File: src/rtl/traffic_pkg.sv
// Shared definitions for the traffic light: phase codes and per-phase durations.
package traffic_pkg;

  // Phase codes consumed by the light decoder and the VGA display.
  localparam logic [1:0] PH_G1 = 2'b00;  // road1 green, road2 red
  localparam logic [1:0] PH_Y1 = 2'b01;  // road1 yellow, road2 red
  localparam logic [1:0] PH_G2 = 2'b10;  // road1 red, road2 green
  localparam logic [1:0] PH_Y2 = 2'b11;  // road1 red, road2 yellow

  typedef enum logic [1:0] {
    StG1 = PH_G1,
    StY1 = PH_Y1,
    StG2 = PH_G2,
    StY2 = PH_Y2
  } phase_e;

  // Fixed rotation 00 -> 01 -> 10 -> 11 -> 00.
  function automatic phase_e next_phase(input phase_e ph);
    case (ph)
      StG1:    next_phase = StY1;
      StY1:    next_phase = StG2;
      StG2:    next_phase = StY2;
      default: next_phase = StG1;
    endcase
  endfunction

  // Duration in ticks of the given phase.
  function automatic int unsigned phase_dur(input logic [1:0] ph, input int unsigned g1,
                                            input int unsigned y1, input int unsigned g2,
                                            input int unsigned y2);
    case (ph)
      PH_G1:   phase_dur = g1;
      PH_Y1:   phase_dur = y1;
      PH_G2:   phase_dur = g2;
      default: phase_dur = y2;
    endcase
  endfunction

endpackage

File: src/rtl/tick_gen.sv
// Clock-enable prescaler: one-cycle tick every CLK_DIV cycles while not cleared.
module tick_gen #(
  parameter int unsigned CLK_DIV = 50000000
) (
  input  logic CLK,
  input  logic RST,
  input  logic clr,
  output logic tick
);

  localparam int unsigned CW = (CLK_DIV > 1) ? $clog2(CLK_DIV) : 1;
  localparam logic [CW-1:0] MaxCnt = CW'(CLK_DIV - 1);

  if (CLK_DIV < 1) begin : g_div_check
    $error("tick_gen: CLK_DIV must be >= 1");
  end

  logic [CW-1:0] cnt_q, cnt_d;

  // Gated so no stray tick leaks out while the sequencer is held.
  assign tick = !clr && (cnt_q == MaxCnt);

  // Next prescaler value: clear, wrap on the tick cycle, else count up.
  always_comb begin
    cnt_d = cnt_q + CW'(1);
    if (clr || cnt_q == MaxCnt) begin
      cnt_d = '0;
    end
  end

  // Prescaler register with synchronous active-low reset.
  always_ff @(posedge CLK) begin
    if (!RST) begin
      cnt_q <= '0;
    end else begin
      cnt_q <= cnt_d;
    end
  end

endmodule

File: src/rtl/traffic_phase_seq.sv
// Timed phase sequencer for the two-road traffic light with a per-phase countdown.
module traffic_phase_seq
  import traffic_pkg::*;
#(
  parameter int unsigned CLK_DIV = 50000000,
  parameter int unsigned T_G1    = 25,
  parameter int unsigned T_Y1    = 5,
  parameter int unsigned T_G2    = 20,
  parameter int unsigned T_Y2    = 5,
  parameter int unsigned CNT_W   = 6
) (
  input  logic             CLK,
  input  logic             RST,
  input  logic             SW1,
  output logic [1:0]       EN_out,
  output logic [CNT_W-1:0] remain,
  output logic             phase_done
);

  localparam int unsigned DurMax = (1 << CNT_W) - 1;
  localparam logic [CNT_W-1:0] LoadG1 = CNT_W'(T_G1);

  if (T_G1 < 1 || T_G1 > DurMax || T_Y1 < 1 || T_Y1 > DurMax ||
      T_G2 < 1 || T_G2 > DurMax || T_Y2 < 1 || T_Y2 > DurMax) begin : g_dur_check
    $error("traffic_phase_seq: every phase duration must lie in 1..2**CNT_W-1");
  end

  logic             tick;
  logic             clr;
  phase_e           state_q, state_d, state_nx;
  logic [CNT_W-1:0] remain_q, remain_d;
  logic             done_q, done_d;

  assign clr = ~SW1;

  tick_gen #(
    .CLK_DIV(CLK_DIV)
  ) u_tick_gen (
    .CLK (CLK),
    .RST (RST),
    .clr (clr),
    .tick(tick)
  );

  // Next phase/countdown: hold when idle, count down on tick, advance on the last tick.
  always_comb begin
    state_d  = state_q;
    remain_d = remain_q;
    done_d   = 1'b0;
    state_nx = next_phase(state_q);
    if (!SW1) begin
      state_d  = StG1;
      remain_d = LoadG1;
    end else if (tick) begin
      if (remain_q == CNT_W'(1)) begin
        state_d  = state_nx;
        remain_d = CNT_W'(phase_dur(state_nx, T_G1, T_Y1, T_G2, T_Y2));
        done_d   = 1'b1;
      end else begin
        remain_d = remain_q - CNT_W'(1);
      end
    end
  end

  // State, countdown and pulse registers; reset wins over SW1.
  always_ff @(posedge CLK) begin
    if (!RST) begin
      state_q  <= StG1;
      remain_q <= LoadG1;
      done_q   <= 1'b0;
    end else begin
      state_q  <= state_d;
      remain_q <= remain_d;
      done_q   <= done_d;
    end
  end

  assign EN_out     = state_q;
  assign remain     = remain_q;
  assign phase_done = done_q;

endmodule

File: config.mk
export PLATFORM = sky130hd
export DESIGN_NAME = traffic_phase_seq
export DESIGN_NICKNAME = d
export VERILOG_FILES = /design/src/rtl/traffic_pkg.sv /design/src/rtl/tick_gen.sv /design/src/rtl/traffic_phase_seq.sv
export SDC_FILE = /design/constraint.sdc
export NUM_CORES = 1
export LEC_CHECK = 0
export ABC_CLOCK_PERIOD_IN_PS = 1550
export BUFFER_PORTS_ARGS = -buffer_cell sky130_fd_sc_hd__buf_2
export CAP_MARGIN = 20
export CORE_MARGIN = 3
export CORE_UTILIZATION = 45
export CTS_CLUSTER_SIZE = 12
export DETAILED_ROUTE_END_ITERATION = 12
export SLEW_MARGIN = 15
export SYNTH_ARGS = -nofsm -noshare
export SYNTH_HDL_FRONTEND = slang
export SYNTH_SLANG_ARGS = --single-unit
File: constraint.sdc
create_clock -name CLK -period 1.55 [get_ports CLK]
set_input_delay 0.155 -clock CLK [delete_from_list [all_inputs] [get_ports CLK]]
set_output_delay 0.155 -clock CLK [all_outputs]
set_load 0.03 [all_outputs]
==> summary.txt <==
Synth
  • Cells after synthesis: 220
  • Synth unique cells: 49
  • Largest area contributor in the netlist: dfxtp_1
  • Commonest cells post-synth: dfxtp_1 (35), nor2_1 (14), o31ai_1 (14)
  • Post-synthesis simple-gate area fraction: 30.5%
  • Adder-cell share of the synthesized area: ~5.2%
  • Largest family of logic cells by synthesized area: simple AND/OR/NAND/NOR gates
  • Synth Area in XOR/XNOR: between 4 and 5%
  • Post-synthesis compound-gate area fraction: between 10% and 20%
  • Syn Nets: between 200 and 250
  • Top FF cell, synth: dfxtp_1
  • Area fraction of the dominant cell type after synthesis: a little over a third
  • Post-synth EDFFs: 0
  • Netlist area before placement: ~1900 um^2
  • Sequential share of the synthesized area: about 36%
  • Synth area leaders: dfxtp_1 (36%), o31ai_1 (5.4%), ha_1 (5.2%)
  • Mux cell area share after synthesis: about 2.1%
  • Yosys reg bits: 35
  • Yosys warnings: 0
  • Count leader, synth: dfxtp_1
  • FFs w/ async S/R, synth: 0%
  • Mean Syn Cell Area: 8.80 um^2

Clocking
  • CTS Buf Count: 5
  • CTS tree: yes
  • CTS max path bufs: 2
  • Number of H-tree branching levels: 2
  • Root buffer cell: clkbuf_8
  • Clock-pin slew on the worst setup and hold paths: 0.07 ns
  • Clk Latency, worst-skew pair: slightly below 0.3 ns
  • TritonCTS Sinks: 35
  • Hold_buf cts: 0

Global routing
  • Initial antenna violation count: 0
  • First-pass GRT wire length: approximately 9.3 mm
  • Largest net degree at the start of global routing: 14
  • Total GRT Usage: between 20% and 30%
  • Vias in the first global route: around 2000
  • Total grt overflow: 0

Critical path
  • Worst Setup End Kind: flop
  • Crit path from: u_tick_gen.cnt_q[10]
  • Crit-path max FO: 6
  • Crit path kind: flop to flop
  • Reg-to-reg critical path startpoint: u_tick_gen.cnt_q[10]
  • Crit start category: flop
  • CP required: roughly 1.8 ns
  • Arr. time, crit path: ~1.8 ns

Drt
  • Mean number of vias per cell: between 5 and 6
  • First drt pass iteration count: 5
  • DR vias: roughly 2000
  • Final ANT Viol Nets: 0
  • Number of remaining DRC errors: 0
  • Routed length per placed instance: 16.7 um
  • DRT iter0 DRCs: 165
  • Total wire length: about 5.7 mm

Die
  • Core ar.: slightly above 4000 um^2
  • Die ar.: between 5000 and 6000 um^2
  • Die span in x: slightly above 70 um
  • Placement Rows: 23
  • Die height: between 70 and 80 um
  • Starting Density: about 47%
  • IO Pins: 12

Final layout
  • Share of post-route cells with drive strength above 1: roughly half
  • Ant diodes: 0
  • Fillers: 323
  • Area Growth Syn to Fin: 46.3%
  • Final #Nets: 300
  • Post-layout util: 69.4%

Run status
  • Failing checks: negative setup slack
  • Status: finished, violations left

Timing
  • Final Hold Fails: 0
  • RSZ-0062 raised after global routing: yes
  • Final min period: about 1.6 ns
  • Final setup violation count: 8
  • Layout Skew: between 0.002 and 0.003 ns
  • Worst hold margin: roughly 0.38 ns
  • Crit path setup slack, layout: -0.0573 ns
  • Fin crit share: 104%
  • Max-slew headroom: roughly two thirds
  • Worst slew pin tran: around 0.49 ns
  • Fmax: just over 600 MHz
  • Max-slew violations: 0

Pwr
  • Power per Cell Area: 582 nW/um^2
  • Leakage Power: between 1 and 1.5 nW
  • VDD IR max: a little under 0.4 mV

Placement
  • Hpwl dp: a little under 4 mm
  • Port bufs: 11
  • Placer congestion estimate: a little over 0.9

Worst hold path
  • Hold/Removal Path Class: primary input to flop
  • Worst Hold Launch: SW1

Job
  • Max-cap violations: 0
## placed cells by master (no fill, tap or decap), types with 2 or more instances in the layout
cell	netlist	layout
or4_4	2	4
o31ai_2	0	2
clkbuf_8	0	6
nor2_1	14	11
o31ai_1	14	11
nand2_2	1	2
or3_1	6	6
a21oi_1	13	6
nor2_4	0	2
or4_1	8	6
a21oi_2	2	9
and2_1	5	3
inv_1	8	7
buf_6	2	6
dfxtp_2	0	15
ha_4	0	2
buf_4	1	58
xnor2_1	2	2
o21ai_0	9	9
and3b_1	2	2
nand4b_1	2	2
mux2i_1	3	3
buf_2	7	11
nand3_1	9	9
xor2_1	8	8
o311ai_2	0	2
nor3_1	2	2
nand4_1	5	5
dfxtp_1	35	18
and4_4	0	4
o211ai_1	2	2
and3_1	5	4
nand4_4	1	2
ha_1	8	6
dfxtp_4	0	2
nand2_1	13	11
## registers in the layout, indices dropped and copies added (netlist names)
| register | cells |
|---|---|
| EN_out | 2 |
| phase_done | 1 |
| remain | 6 |
| u_tick_gen.cnt_q | 26 |
## report_power, final
part | internal, mW | switching [mW]
registers | 0.898 | 0.00286
logic | 0.0173 | 0.0323
clock network | 0.359 | 0.341
total | 1.27 | 0.376
## critical path, cell delays in order (launching register included)
cell and delay [ns]:
dfxtp_2 0.36, buf_6 0.13, and3_4 0.23, nand4_4 0.16, buf_4 0.18, or3_1 0.34, a21oi_1 0.14
## cell type report
| cell class | count | area, um^2 | area share [%] |
|---|---|---|---|
| multi-input cells | 164 | 1370 | 48.2 |
| flip-flops and latches | 35 | 727 | 25.7 |
| repair buffers | 75 | 558 | 19.7 |
| clock buffers | 7 | 86.3 | 3.05 |
| well taps | 50 | 62.6 | 2.21 |
| inverters | 8 | 30.0 | 1.06 |
| clock inverters | 1 | 5.00 | 0.177 |
## cell families (layout without fill, tap and decap cells)
logic type	Yosys count	count (layout)
DFF	35	35
buffers and inverters	21	91
adders and majority gates	8	8
xor gates and xnor gates	10	10
and+or+nand+nor	94	94
muxes	4	4
AOI/OAI and AO/OA	48	48
## final timing paths
kind	to	slack, ns	cells past startpoint
hold / removal	remain[1]	0.38	3
setup reg to reg	u_tick_gen.cnt_q[18]	-0.06	6
setup / recovery	u_tick_gen.cnt_q[18]	-0.06	6
hold reg to reg	u_tick_gen.cnt_q[0]	0.44	1
## metrics by stage
| stage | cell area (um^2) | power [mW] | setup TNS, ns | worst slack [ns] | cells |
|---|---|---|---|---|---|
| 5_1_grt | 2830 | 1.71 | -2.48 | -0.118 | 340 |
| 6_report | 2830 | 1.65 | -0.218 | -0.0573 | 340 |
| 3_5_place_dp | 2390 | 0.954 | -2.15 | -0.191 | 321 |
| 2_1_floorplan | 1950 | 0.941 | -0.00429 | -0.00429 | 220 |
| 4_1_cts | 2630 | 1.65 | -0.133 | -0.0539 | 337 |
| 3_3_place_gp | 2390 | 0.953 | -1.63 | -0.141 | 321 |
## per-layer routing
metal | GRT usage [%] | part of all wire [%] | vias to the layer above | routed length, um
li1 | - | - | 956 | -
met1 | 30.1 | 46 | 949 | 2620
met2 | 38.3 | 49 | 38 | 2780
met3 | 4.35 | 3.3 | 9 | 189
met4 | 7.93 | 1.4 | 0 | 79
met5 | 0 | 0 | - | 0
## timing repair
item | 4_1_cts | 5_1_grt
cloned | 0 | 2
setup buffers | 8 | 1
pin swaps | 7 | 8
resized for setup | 29 | 49
endpoints found under the setup margin | 23 | 32
Power figures use the tool's default switching activity.
